`config.mk`:
```
export PLATFORM = sky130hd
export DESIGN_NAME = tick_period_monitor
export DESIGN_NICKNAME = d
export VERILOG_FILES = /design/src/rtl/tick_period_monitor.sv
export SDC_FILE = /design/constraint.sdc
export NUM_CORES = 1
export LEC_CHECK = 0
export BUFFER_PORTS_ARGS = -buffer_cell sky130_fd_sc_hd__buf_2
export CAP_MARGIN = 20
export CORE_MARGIN = 1.5
export CORE_UTILIZATION = 55
export DETAILED_ROUTE_END_ITERATION = 10
export GPL_TIMING_DRIVEN = 0
export PLACE_DENSITY = 0.85
export SLEW_MARGIN = 10
export SYNTH_ARGS = -nofsm -noshare
export SYNTH_HDL_FRONTEND = slang
export SYNTH_SLANG_ARGS = --single-unit
```
`constraint.sdc`:
```
create_clock -name clk -period 10.6 [get_ports clk]
set_input_delay 0.53 -clock clk [delete_from_list [all_inputs] [get_ports clk]]
set_output_delay 0.53 -clock clk [all_outputs]
set_load 0.005 [all_outputs]
```
`src/rtl/tick_period_monitor.sv`:
```
// Receive-side checker for a periodic one-cycle enable tick: measures tick spacing,
// declares lock after a run of in-tolerance periods, flags period errors and tick loss.
module tick_period_monitor #(
    parameter int EXPECTED   = 100,
    parameter int TOL        = 0,
    parameter int LOCK_COUNT = 4,
    parameter int MAX_PERIOD = 1024,
    localparam int W         = $clog2(MAX_PERIOD + 1)
) (
    input  logic         clk,
    input  logic         rst_n,
    input  logic         en_in,
    output logic [W-1:0] period,
    output logic         period_valid,
    output logic         locked,
    output logic         err,
    output logic         timeout,
    output logic [7:0]   err_count
);
    localparam int MW = $clog2(LOCK_COUNT + 1);

    typedef enum logic [1:0] {IDLE, ACQUIRE, LOCKED} state_t;

    state_t        state, state_d;
    logic [W-1:0]  cnt, cnt_d;
    logic [MW-1:0] match_cnt, match_d;
    logic [W-1:0]  period_d;
    logic          pv_d, err_d, to_d, locked_d;
    logic [7:0]    errc_d;

    logic [W-1:0]        meas;
    logic signed [W:0]   diff;
    logic [W:0]          mag;
    logic                in_tol;
    logic                cnt_expired;

    // Deviation is formed one bit wider than the period so it can never wrap.
    always_comb begin
        meas        = cnt + W'(1);
        diff        = $signed({1'b0, meas}) - $signed((W+1)'(EXPECTED));
        mag         = diff[W] ? unsigned'(-diff) : unsigned'(diff);
        in_tol      = (mag <= (W+1)'(TOL));
        cnt_expired = (cnt == W'(MAX_PERIOD - 1));
    end

    always_comb begin
        state_d  = state;
        cnt_d    = (state == IDLE) ? '0 : cnt + W'(1);
        match_d  = match_cnt;
        period_d = period;
        pv_d     = 1'b0;
        err_d    = 1'b0;
        to_d     = 1'b0;
        errc_d   = err_count;
        case (state)
            IDLE: begin
                if (en_in) begin
                    state_d = ACQUIRE;
                    match_d = '0;
                end
            end
            ACQUIRE: begin
                if (en_in) begin
                    cnt_d    = '0;
                    period_d = meas;
                    pv_d     = 1'b1;
                    if (!in_tol) begin
                        match_d = '0;
                    end else if (match_cnt + MW'(1) == MW'(LOCK_COUNT)) begin
                        state_d = LOCKED;
                        match_d = '0;
                    end else begin
                        match_d = match_cnt + MW'(1);
                    end
                end else if (cnt_expired) begin
                    to_d    = 1'b1;
                    state_d = IDLE;
                    cnt_d   = '0;
                    match_d = '0;
                end
            end
            LOCKED: begin
                if (en_in) begin
                    cnt_d    = '0;
                    period_d = meas;
                    pv_d     = 1'b1;
                    if (!in_tol) begin
                        err_d   = 1'b1;
                        errc_d  = (err_count == 8'hFF) ? err_count : err_count + 8'd1;
                        state_d = ACQUIRE;
                        match_d = '0;
                    end
                end else if (cnt_expired) begin
                    to_d    = 1'b1;
                    state_d = IDLE;
                    cnt_d   = '0;
                    match_d = '0;
                end
            end
            default: begin
                state_d = IDLE;
                cnt_d   = '0;
                match_d = '0;
            end
        endcase
        locked_d = (state_d == LOCKED);
    end

    always_ff @(posedge clk or negedge rst_n) begin
        if (!rst_n) begin
            state        <= IDLE;
            cnt          <= '0;
            match_cnt    <= '0;
            period       <= '0;
            period_valid <= 1'b0;
            locked       <= 1'b0;
            err          <= 1'b0;
            timeout      <= 1'b0;
            err_count    <= '0;
        end else begin
            state        <= state_d;
            cnt          <= cnt_d;
            match_cnt    <= match_d;
            period       <= period_d;
            period_valid <= pv_d;
            locked       <= locked_d;
            err          <= err_d;
            timeout      <= to_d;
            err_count    <= errc_d;
        end
    end
endmodule
```
**After elaboration in Yosys (flattened, before gate mapping)**

Index checks and enable logic that the tools add are counted.

- Add/sub/neg operators: 5
- Order comparisons: 1
- Eq/ne operators: 8
- Multiply operators: 0
- Divide/modulo/power cells: 0
- Muxes and demuxes: 29
- Reduce and logical (&&, ||, !) cells: 5
- Shifts and indexed selects: 0
- Bitwise gates (word level): 2

Operator list:

| kind | count |
|---|---|
| 11-bit two-way mux | 3 |
| 11-bit one-hot mux with 2 select lines | 1 |
| 3-bit two-way mux | 7 |
| 2-bit two-way mux | 7 |
| 12-bit by 1-bit less-or-equal comparator with 1-bit output (second input constant) | 1 |
| 12-bit two-way mux | 1 |
| 12-bit negator | 1 |
| 11-bit by 7-bit subtractor with 12-bit output (second input constant) | 1 |
| 11-bit by 1-bit adder with 11-bit output (second input constant) | 1 |
| 11-bit by 10-bit equality test with 1-bit output (second input constant) | 1 |
| 3-bit one-hot mux with 3 select lines | 1 |
| 8-bit by 1-bit adder with 8-bit output (second input constant) | 1 |
| 8-bit equality test (second input constant) | 1 |
| 1-bit two-way mux | 8 |
| 2-bit one-hot mux with 3 select lines | 1 |
| 2-bit equality test (second input constant) | 2 |
| 2-bit AND reduction | 2 |
| 4-bit AND reduction | 1 |
| 3-bit by 1-bit adder with 3-bit output (second input constant) | 1 |
| 3-bit equality test (second input constant) | 1 |
| 3-bit inequality test (second input constant) | 1 |
| 2-bit by 1-bit equality test with 1-bit output (second input constant) | 1 |
| 2-bit logical NOT | 1 |
| 2-bit inequality test (second input constant) | 1 |
| 2 further kinds | 3 |

- RAM bits: 0
- Output and inout bits: 23
- Latch bits: 0
- Memories: 0
- Register bits after elaboration: 39
- Logic and storage cells: 59
- ROM bits: 0
- Input bits: 3

**Logic depth before layout (Yosys ltp)**

- Word-level depth: 9
- Gate-level depth with buffers: 14
- Gate-level depth less buffers: 13

**Worst setup path before layout**

OpenSTA, ideal clock, no wires.

- Kind: register to register
- From: register cnt[0]
- To: register err_count[2]
- Library setup time: 0.126 ns
- Period minus slack after synthesis: 3.626 ns
- Path slack: 6.974 ns
- Stages on the path, launching flop included: 14
- Buffers on the path: 1
- Data required time: 10.474 ns
- Arrival: 3.500 ns
- Cell sequence: dfrtp_1 -> ha_1 -> buf_4 -> xnor2_1 -> ha_1 -> xor2_2 -> xnor2_1 -> a2111o_1 -> a31oi_1 -> and4b_1 -> a211oi_4 -> nor2_4 -> or4b_4 -> xnor2_2

- Cells in the longest elaborated chain, start to end: 7

RTL lines:

| what | line | text |
|---|---|---|
| start, declared | 25 | `logic [W-1:0] cnt, cnt_d;` |
| start signal, assigned | 122 | `cnt <= cnt_d;` |
| 11-bit by 1-bit adder with 11-bit output (*) | 39 | `meas = cnt + W'(1);` |
| 11-bit by 7-bit subtractor with 12-bit output (*) | 40 | `diff = $signed({1'b0, meas}) - $signed((W+1)'(EXPECTED));` |
| 12-bit negator | 41 | `mag = diff[W] ? unsigned'(-diff) : unsigned'(diff);` |
| 12-bit two-way mux (*) | 41 |  |
| 12-bit by 1-bit less-or-equal comparator with 1-bit output (*) | 42 | `in_tol = (mag <= (W+1)'(TOL));` |
| 1-bit NOT (no line) (*) | -- |  |
| 4-bit AND reduction (no line) (*) | -- |  |
| end signal, assigned | 129 | `err_count <= errc_d;` |
| end, declared | 18 | `output logic [7:0] err_count` |

Every way passes the cells marked *; elsewhere a longest branch is shown, timed or not.
A chain may end at the register's enable or synchronous reset.

**Worst setup path after layout**

Same ends and word-level chain as after synthesis.

==> run_results.csv <==
group,metric,value,unit
status,status,"completed",
worst_setup_path,slowest_delay,0.56,ns
worst_setup_path,ff2ff_setup_slack,6.32,ns
yosys,synth_cell_types,60,
drt,first_pass_iters,4,
yosys,synthesis.yosys.warnings,0,
layout,multi_input_area,1450,um2
die,ios,26,
clock_network,cts_setup_buffers,0,
die,fp.dieW,70.7,um
pwr,p_int,0.000255,W
yosys,synth_fp_nets,285,
worst_setup_path,cp_num_buf_inv,1,
timing,fmax,0.233,GHz
yosys,synth.area.top_cells,"dfrtp_1 (39%), ha_1 (6.0%), nand2_1 (4.9%), nor2_1 (4.2%), xor2_1 (3.8%)",
worst_setup_path,start_kind,"flip-flop",
clock_network,clk_pin_slew,0.07,ns
timing,finalHoldViolCount,0,
pwr,leakage,1.37,nW
worst_setup_path,slowest_stage,"or4b_4",
drt,dr.first_iter.drc_count,191,
timing,fin_skew,0.00297,ns
grt,first_global_vias,2079,
timing,fin_crit,4.28,ns
timing,finalWorstSetupSlack,6.32,ns
grt,track_usage,24.3,%
yosys,yosys.cell_count.top_type,"dfrtp_1",
yosys,yosys.area.top_type_share,38.7,%
grt,grt_pass1_wl,9.75,mm
yosys,synth_top_area_cell,"dfrtp_1",
clock_network,cts_sinks,39,
yosys,synth_area,2520,um2
grt,antenna_found_initial,0,
worst_setup_path,critical-path-top-delay-family,"XOR/XNOR gates",
layout,fill_cells,356,
clock_network,root_buffer,"clkbuf_8",
worst_setup_path,worstPathMaxFanout,10,
drt,wl_per_cell,16.5,um
drt,num_vias,2133,
place,gp_congestion,0.834,
die,coreArea,4380,um2
clock_network,cts_buffers,5,
clock_network,clock_latency,0.29,ns
place,io_buffers,24,
die,num_rows,24,
timing,setup_viol,0,
pwr,seqPwrFrac,46.8,%
drt,wl,5.86,mm
yosys,synthFlopType,"dfrtp_1",
layout,regArea,976,um2
yosys,netlist_top_cells_count,"dfrtp_1 (39), nand2_1 (33), nor2_1 (28)",
place,dp_hpwl,3.99,mm
worst_setup_path,crit_chain,"ha_1 > buf_4 > xnor2_1 > ha_1 > xor2_2 > xnor2_1 > a2111o_1 > a31oi_1 > and4b_1 > a211oi_4 > nor2_4 > or4b_4 > xnor2_2",
pwr,power.total,0.000328,W
timing,worst_pin_slew,0.851,ns
drt,ant_nets,0,
pwr,switching_share,22.3,%
yosys,synth_edf_count,0,
timing,period_share,40.4,%
drt,via_per_inst,6.03,
die,start_util,57.5,%
pwr,ir_drop,0.0913,mV
layout,fin_nets,316,
clock_network,cts_tree,"built",
yosys,synthArstFlopShare,100,%
pwr,p_sw,0.0000732,W
pwr,clkPwrFrac,44.5,%
grt,grt_overflow_total,0,
yosys,netlist_instances,270,
layout,areaGrowthSynthToFinish,12.6,%
grt,grt_max_degree,40,
yosys,yosysSeqAreaShare,38.7,%
timing,slew_headroom,43.2,%
die,die_area,5000,um2
timing,setup_tns,0,ns
clock_network,h-tree-depth,2,
timing,rsz0062_at_grt,"false",
flow_run,max_cap_viol_count,0,
pwr,powerDensity,116,nW/um2
die,die_h,70.7,um
worst_setup_path,crit_type,"flip-flop to flip-flop",
worst_setup_path,crit_required,10.78,ns
clock_network,hold_buffers,0,
yosys,syn_avg_cell_area,9.33,um2
worst_setup_path,cp-end-kind,"flip-flop",
pwr,combPwrFrac,8.8,%
drt,drc_errors,0,
worst_hold_path,hp-class,"input port to async pin",
worst_setup_path,arrival,4.46,ns
layout,antenna_cells,0,
clock_network,clockBufferDepth,2,
timing,slew_viol_final,0,
yosys,ys_ff_latch,39,
layout,layout-drive-gt1-share,18.5,%
clock_network,ctsResizeCount,0,
place,pre_cts_ws,6.48,ns
==> cell families (layout without fill, tap and decap cells) <==
family	after synthesis	after routing	synth area share (%)
buffers and inverters	21	53	3.87
DFF	39	39	38.7
and+or+nand+nor	115	115	23.9
muxes	4	4	1.69
xor gates and xnor gates	24	24	9.78
AOI/OAI and AO/OA	55	55	16.0
adders and majority gates	12	12	5.96
==> per-layer routing <==
metal / GRT usage (%) / routed length [um]
met1: 30.7 / 2500
met2: 42.5 / 2940
met3: 3.56 / 282
met4: 9.01 / 129
met5: 0 / 0
==> sequential cells by signal, summed over array words and instances, names as in the netlist <==
signal,flops
cnt,11
period,11
err_count,8
match_cnt,3
state,2
err,1
locked,1
period_valid,1
timeout,1
==> per-stage QoR <==
step | utilization (%) | hold slack, ns | instances | area (um2)
4_1_cts | 64.7 | 0.374 | 354 | 2840
5_1_grt | 64.7 | 0.411 | 354 | 2840
2_1_floorplan | - | 0.234 | 270 | 2520
3_3_place_gp | 61.7 | 0.460 | 346 | 2710
6_report | 64.7 | 0.341 | 354 | 2840
3_5_place_dp | 61.7 | 0.467 | 346 | 2710
==> cell type report <==
class	count	area share, %
multi-input combinational	210	51.0
sequential	39	34.4
timing repair buffer	24	4.23
clock buffer	6	2.56
tap	52	2.29
buffer	12	2.25
clock inverter	2	2.12
inverter	9	1.19
==> worst register-to-register path, stage by stage (launching register included) <==
cell      delay [ns]
dfrtp_1         0.47
ha_1            0.25
buf_4           0.18
xnor2_1         0.39
ha_1            0.38
xor2_2          0.29
xnor2_1         0.21
a2111o_1        0.42
a31oi_1         0.18
and4b_1         0.24
a211oi_4        0.35
nor2_4          0.12
or4b_4          0.57
xnor2_2         0.14
==> power by group through the flow <==
stage          registers, W  logic [W]  clock network, W
4_1_cts            0.000153  0.0000286          0.000147
6_report           0.000153  0.0000288          0.000146
5_1_grt            0.000154  0.0000317          0.000153
3_3_place_gp       0.000156  0.0000272                 0
3_5_place_dp       0.000156  0.0000280                 0
2_1_floorplan      0.000156  0.0000179                 0
==> worst paths after layout <==
| kind | start | to | depth (start not counted) |
|---|---|---|---|
| worst max register to register | cnt[0] | err_count[2] | 13 |
| worst max-delay path | cnt[0] | err_count[2] | 13 |
| worst min register to register | period[2] | period[2] | 2 |
| max in group asynchronous | rst_n | state[1] | 1 |
| worst min-delay path | rst_n | err_count[7] | 1 |
| min in group clk | period[2] | period[2] | 2 |
==> placed cells by master, fill, tap and decap left out, types with 3 or more instances in the layout <==
cell type / instances
inv_1: 9
clkbuf_8: 5
xnor2_1: 9
and3_1: 3
buf_2: 30
o211ai_1: 3
nand2_1: 33
nor4_1: 5
o21ai_0: 16
xor2_1: 11
a22o_1: 3
clkbuf_1: 4
nor2b_1: 4
nand3_1: 8
or4_1: 3
buf_4: 3
ha_1: 12
nand2b_1: 4
nand4_1: 3
dfrtp_1: 39
nor2_1: 28
a21oi_1: 3
nor3_1: 5
a31oi_1: 5
Note: power is estimated with default switching activity, not from simulation.
